[config.mk]
export PLATFORM = sky130hd
export DESIGN_NAME = adc_serial_capture
export DESIGN_NICKNAME = d
export VERILOG_FILES = /design/src/rtl/adc_serial_capture.sv
export SDC_FILE = /design/constraint.sdc
export NUM_CORES = 1
export LEC_CHECK = 0
export ABC_AREA = 1
export CORE_MARGIN = 2
export CORE_UTILIZATION = 40
export DETAILED_ROUTE_END_ITERATION = 10
export PLACE_DENSITY = 0.62
export RECOVER_POWER = 25
export REMOVE_ABC_BUFFERS = 1
export SLEW_MARGIN = 20
export SYNTH_ARGS = -nofsm -noshare
export SYNTH_HDL_FRONTEND = slang
export SYNTH_SLANG_ARGS = --single-unit
[constraint.sdc]
create_clock -name CLK -period 5.2 [get_ports CLK]
set_input_delay 0.78 -clock CLK [delete_from_list [all_inputs] [get_ports CLK]]
set_output_delay 0.78 -clock CLK [all_outputs]
set_load 0.02 [all_outputs]
[src/rtl/adc_serial_capture.sv]
// adc_serial_capture: drives shared CS/CNVST/SCLK to NCH serial ADCs, one word per channel per frame to memory.
// Latency: frame = CNV_LOW + BUSY time + 2*SCLK_HALF*NBITS + NCH cycles; BUSY wait bounded by TMO cycles.
// Backpressure: none, memory takes a write every cycle; define ADC_TEST_PATTERN_EN to add the TPAT port.
module adc_serial_capture #(
    parameter int NCH       = 2,
    parameter int NBITS     = 18,
    parameter int ADDR_W    = 14,
    parameter int SCLK_HALF = 6,
    parameter int CNV_LOW   = 5,
    parameter int TMO       = 255
) (
    input  logic              CLK,
    input  logic              RST,
    input  logic              START,
    input  logic              STOP,
    input  logic [ADDR_W-1:0] NSAMP,
    input  logic [NCH-1:0]    ADBUSY,
    input  logic [NCH-1:0]    ADSDOUT,
`ifdef ADC_TEST_PATTERN_EN
    input  logic              TPAT,
`endif
    output logic              ADCS,
    output logic              ADCNVST,
    output logic              ADSCLK,
    output logic              WR_EN,
    output logic [ADDR_W-1:0] WR_ADDR,
    output logic [NBITS-1:0]  WR_DATA,
    output logic              ACTIVE,
    output logic              DONE,
    output logic              ERR,
    output logic [ADDR_W-1:0] FRAMES
);
    localparam int CHW    = (NCH > 1) ? $clog2(NCH) : 1;
    localparam int BW     = $clog2(NBITS + 1);
    localparam int CMAX_A = (CNV_LOW > SCLK_HALF) ? CNV_LOW : SCLK_HALF;
    localparam int CMAX   = (TMO > CMAX_A) ? TMO : CMAX_A;
    localparam int CW     = $clog2(CMAX + 1);

    typedef enum logic [2:0] {S_IDLE, S_CNV, S_WAIT_BUSY, S_SHIFT, S_STORE} state_t;

    state_t            state;
    logic [CW-1:0]     cnt;
    logic [BW-1:0]     bit_cnt;
    logic [CHW-1:0]    ch;
    logic [NCH-1:0]    seen;
    logic              stop_lat;
    logic [ADDR_W-1:0] nsamp_q;
    logic [NBITS-1:0]  sr [NCH];
`ifdef ADC_TEST_PATTERN_EN
    logic              tpat_q;
`endif

    logic [ADDR_W-1:0] frames_inc;
    logic [CHW-1:0]    ch_nxt;
    logic [CHW-1:0]    ch_sel;
    logic [NBITS-1:0]  word_sel;

    // Word for the next write: channel 0 when leaving SHIFT, else the following channel.
    always_comb begin
        frames_inc = (&FRAMES) ? FRAMES : FRAMES + 1'b1;
        ch_nxt     = ch + 1'b1;
        ch_sel     = (state == S_STORE) ? ch_nxt : '0;
        word_sel   = sr[ch_sel];
`ifdef ADC_TEST_PATTERN_EN
        if (tpat_q)
            word_sel = NBITS'({ch_sel, FRAMES});
`endif
    end

    always_ff @(posedge CLK) begin
        if (RST) begin
            state    <= S_IDLE;
            ADCS     <= 1'b1;
            ADCNVST  <= 1'b1;
            ADSCLK   <= 1'b0;
            WR_EN    <= 1'b0;
            WR_ADDR  <= '0;
            WR_DATA  <= '0;
            ACTIVE   <= 1'b0;
            DONE     <= 1'b0;
            ERR      <= 1'b0;
            FRAMES   <= '0;
            cnt      <= '0;
            bit_cnt  <= '0;
            ch       <= '0;
            seen     <= '0;
            stop_lat <= 1'b0;
            nsamp_q  <= '0;
`ifdef ADC_TEST_PATTERN_EN
            tpat_q   <= 1'b0;
`endif
            for (int i = 0; i < NCH; i++)
                sr[i] <= '0;
        end else begin
            DONE <= 1'b0;
            if (ACTIVE && STOP)
                stop_lat <= 1'b1;
            case (state)
                S_IDLE: begin
                    if (START && !STOP) begin
                        ERR      <= 1'b0;
                        FRAMES   <= '0;
                        WR_ADDR  <= '0;
                        stop_lat <= 1'b0;
                        nsamp_q  <= NSAMP;
`ifdef ADC_TEST_PATTERN_EN
                        tpat_q   <= TPAT;
`endif
                        ACTIVE   <= 1'b1;
                        ADCNVST  <= 1'b0;
                        cnt      <= '0;
                        state    <= S_CNV;
                    end
                end
                S_CNV: begin
                    if (cnt == CW'(CNV_LOW - 1)) begin
                        ADCNVST <= 1'b1;
                        cnt     <= '0;
                        seen    <= '0;
                        state   <= S_WAIT_BUSY;
                    end else begin
                        cnt <= cnt + 1'b1;
                    end
                end
                S_WAIT_BUSY: begin
                    seen <= seen | ADBUSY;
                    // Every channel must have shown BUSY before an all-low counts as done.
                    if ((&seen) && (ADBUSY == '0)) begin
                        ADCS    <= 1'b0;
                        cnt     <= '0;
                        bit_cnt <= '0;
                        state   <= S_SHIFT;
                    end else if (cnt == CW'(TMO - 1)) begin
                        ERR    <= 1'b1;
                        ACTIVE <= 1'b0;
                        state  <= S_IDLE;
                    end else begin
                        cnt <= cnt + 1'b1;
                    end
                end
                S_SHIFT: begin
                    if (cnt == CW'(SCLK_HALF - 1)) begin
                        cnt <= '0;
                        if (!ADSCLK) begin
                            ADSCLK <= 1'b1;
                            for (int i = 0; i < NCH; i++)
                                sr[i] <= {sr[i][NBITS-2:0], ADSDOUT[i]};
                        end else begin
                            ADSCLK <= 1'b0;
                            if (bit_cnt == BW'(NBITS - 1)) begin
                                ADCS    <= 1'b1;
                                ch      <= '0;
                                WR_EN   <= 1'b1;
                                WR_DATA <= word_sel;
                                state   <= S_STORE;
                            end else begin
                                bit_cnt <= bit_cnt + 1'b1;
                            end
                        end
                    end else begin
                        cnt <= cnt + 1'b1;
                    end
                end
                S_STORE: begin
                    WR_ADDR <= WR_ADDR + 1'b1;
                    if (ch == CHW'(NCH - 1)) begin
                        WR_EN  <= 1'b0;
                        FRAMES <= frames_inc;
                        if ((nsamp_q != '0) && (frames_inc == nsamp_q)) begin
                            DONE   <= 1'b1;
                            ACTIVE <= 1'b0;
                            state  <= S_IDLE;
                        end else if (stop_lat || STOP) begin
                            ACTIVE <= 1'b0;
                            state  <= S_IDLE;
                        end else begin
                            ADCNVST <= 1'b0;
                            cnt     <= '0;
                            state   <= S_CNV;
                        end
                    end else begin
                        ch      <= ch_nxt;
                        WR_DATA <= word_sel;
                    end
                end
                default: state <= S_IDLE;
            endcase
        end
    end
endmodule

==> flow_summary.ini <==
[floorplan]
die_w_um = 128
fp.dieH_um = 128
coreArea_um2 = 15100
row_count = 45
initial_core_util_pct = 40.6
dieArea_um2 = 16300
io_pins = 75

[grt]
grt_max_degree = 56
grt_pass1_wl_um = 23400
grtUsageTotal_pct = 18.1
antenna_found_initial = 0
grt_overflow = 0
grt_pass1_vias = 4992

[timing]
period_minus_slack_ps = 3740
tns_ps = 0
drv_slew = 0
hold_viol = 0
relSlewSlack_pct = 4.31
rsz0062_at_grt = no
setup_viol = 0
period_share_pct = 72.0
max_freq_ghz = 0.267
tightest_slew_ps = 1440
clock_skew_ps = 10.6

[drt]
drc = 0
first_iter_violations = 365
vias_per_cell = 4.89
vias = 5391
first_pass_iters = 4
ant_nets = 0
routed_wirelength_um = 14000
wl_per_cell_um = 12.7

[clock_tree]
cts_tree = yes
post_cts_buffers = 0
clk_path_buf_depth = 2
cts_buffers = 17
clkSlewWorstSetupHoldPaths_ps = 60
h-tree-depth = 4
cts_hold_buf = 0
clkSinkCount = 123
root_buffer = clkbuf_16
cts_resized = 0
clock_latency_ps = 420

[logic_synthesis]
yosys.cell_types.count = 40
synth.ff_latch_count = 123
async_flop_share_pct = 0
syn_area_per_cell_um2 = 7.38
ys_warn_count = 0
synth-edff-count = 36
synthTopCellsByArea = dfxtp_1 28%, edfxtp_1 18%, nand2_1 9.6%, inv_1 8.0%, nor2_1 6.7%
synth_top_cell_by_area = dfxtp_1
syn_area_um2 = 6120
ys.flop_type = dfxtp_1
synthTopCellsByCount = 157 x nand2_1, 131 x inv_1, 110 x nor2_1, 87 x dfxtp_1
yosysTopAreaCellShare_pct = 28.5
syn_inst = 829
yosysMostFrequentCell = nand2_1
yosysSeqAreaShare_pct = 46.1

[placement]
port_buffers = 74
dp.cells = 1071
gp_congestion = 0.841
dp_hpwl_um = 9630

[critical_path]
critPathRequiredTime_ps = 5360
crit_path_end_kind = register
critPathMaxFanout = 55
start_kind = input port
cp_num_buf_inv = 4
crit_chain = dlygate4sd3_1 -> clkbuf_1 -> inv_2 -> nand3_1 -> buf_4 -> nor2_1
crit_type = input port to register
worstPathArrival_ps = 3910
crit_family = buffers and inverters
cp_slowest_cell = clkbuf_1
slowest_delay_ps = 1040

[cells_and_area]
multiInputGateArea_um2 = 2680
n_antenna_cell = 0
drive_above_1_share_pct = 6.78
final_util_pct = 50.5
nets = 932
seq_area_um2 = 2820
syn2layout_area_growth_pct = 24.5
fin_cells = 1103
fill_cells = 1522

[min_path]
hold_path.class = register to register

[pwr]
ir_worst_vdd_mv = 0.265
power.leakage_nw = 3.08
powerDensity_nw_per_um2 = 366

[run]
max-cap-violations = 0

[status]
outcome = finished clean
where the power goes:
group	internal [mW]	switching, mW	total [mW]
clock	0.713	0.463	1.18
sequential	1.06	0.0613	1.12
combinational	0.182	0.307	0.489
worst reg2reg max path: cells and delay by family (launching register included):
| kind | cells | cell delay [ps] |
|---|---|---|
| AND/OR/NAND/NOR | 14 | 1660 |
| flip-flops | 1 | 480 |
| buffers and inverters | 1 | 100 |
| adder cells (fa/ha/maj) | 1 | 300 |
| XOR/XNOR | 1 | 200 |
final timing paths:
path                       to  cells after the start  slack, ps         from
setup reg to reg       cnt[6]                     17       2350    FRAMES[0]
hold reg to reg   WR_DATA[10]                      2        440  WR_DATA[10]
setup / recovery     sr[0][4]                      6       1460          RST
hold / removal    WR_DATA[10]                      2        440  WR_DATA[10]
through the flow:
step	cell area [um2]	setup WS (ps)	hold WS [ps]	power (mW)
global route	7620	1220	465	2.95
floorplan	6000	1150	451	1.48
CTS	7630	2330	450	2.83
finish	7620	1460	441	2.79
global placement	7040	2200	436	1.64
detailed placement	7040	2180	435	1.64
flip-flops by register name, summed over array words and instances, names as in the netlist:
signal / flops
ADCNVST: 1
FRAMES: 14
WR_EN: 1
state: 3
bit_cnt: 5
ERR: 1
stop_lat: 1
sr: 36
ADSCLK: 1
seen: 2
WR_DATA: 18
WR_ADDR: 14
DONE: 1
ADCS: 1
ch: 1
cnt: 8
nsamp_q: 14
ACTIVE: 1
cell type report:
class,count,share of cell area [%]
Timing Repair Buffer,80,10.3
Sequential cell,123,37.0
Inverter,137,6.75
Multi-Input combinational cell,543,35.1
Clock buffer,17,5.58
Clock inverter,15,2.17
Tap cell,188,3.09
layout by cell type, fill, tap and decap left out, types with 5 or more instances in the layout:
cell type          n
nand2_1          157
inv_1            131
nor2_1           110
dfxtp_1           87
o21ai_0           68
a21oi_1           68
nand3_1           45
dlygate4sd3_1     38
clkdlybuf4s50_1   36
edfxtp_1          36
clkbuf_16         17
nor3_1            13
nand4_1           13
nand3_2            8
xor2_1             8
ha_1               8
nor4_1             5
inv_2              5
nor2_2             5
buf_4              5
per-layer routing:
metal,wire length [um],GRT usage (%)
met1,6640,22.5
met4,293,7.89
met3,484,4.34
met2,6560,30.0
met5,0,0
cells by family after synthesis:
logic type	synth area share, %
flip-flops	46.1
AO/OA/AOI/OAI	13.8
buffers and inverters	10.4
AND/OR/NAND/NOR	26.2
adder cells (fa/ha/maj)	1.64
XOR/XNOR	1.84
Power figures use the tool's default switching activity.
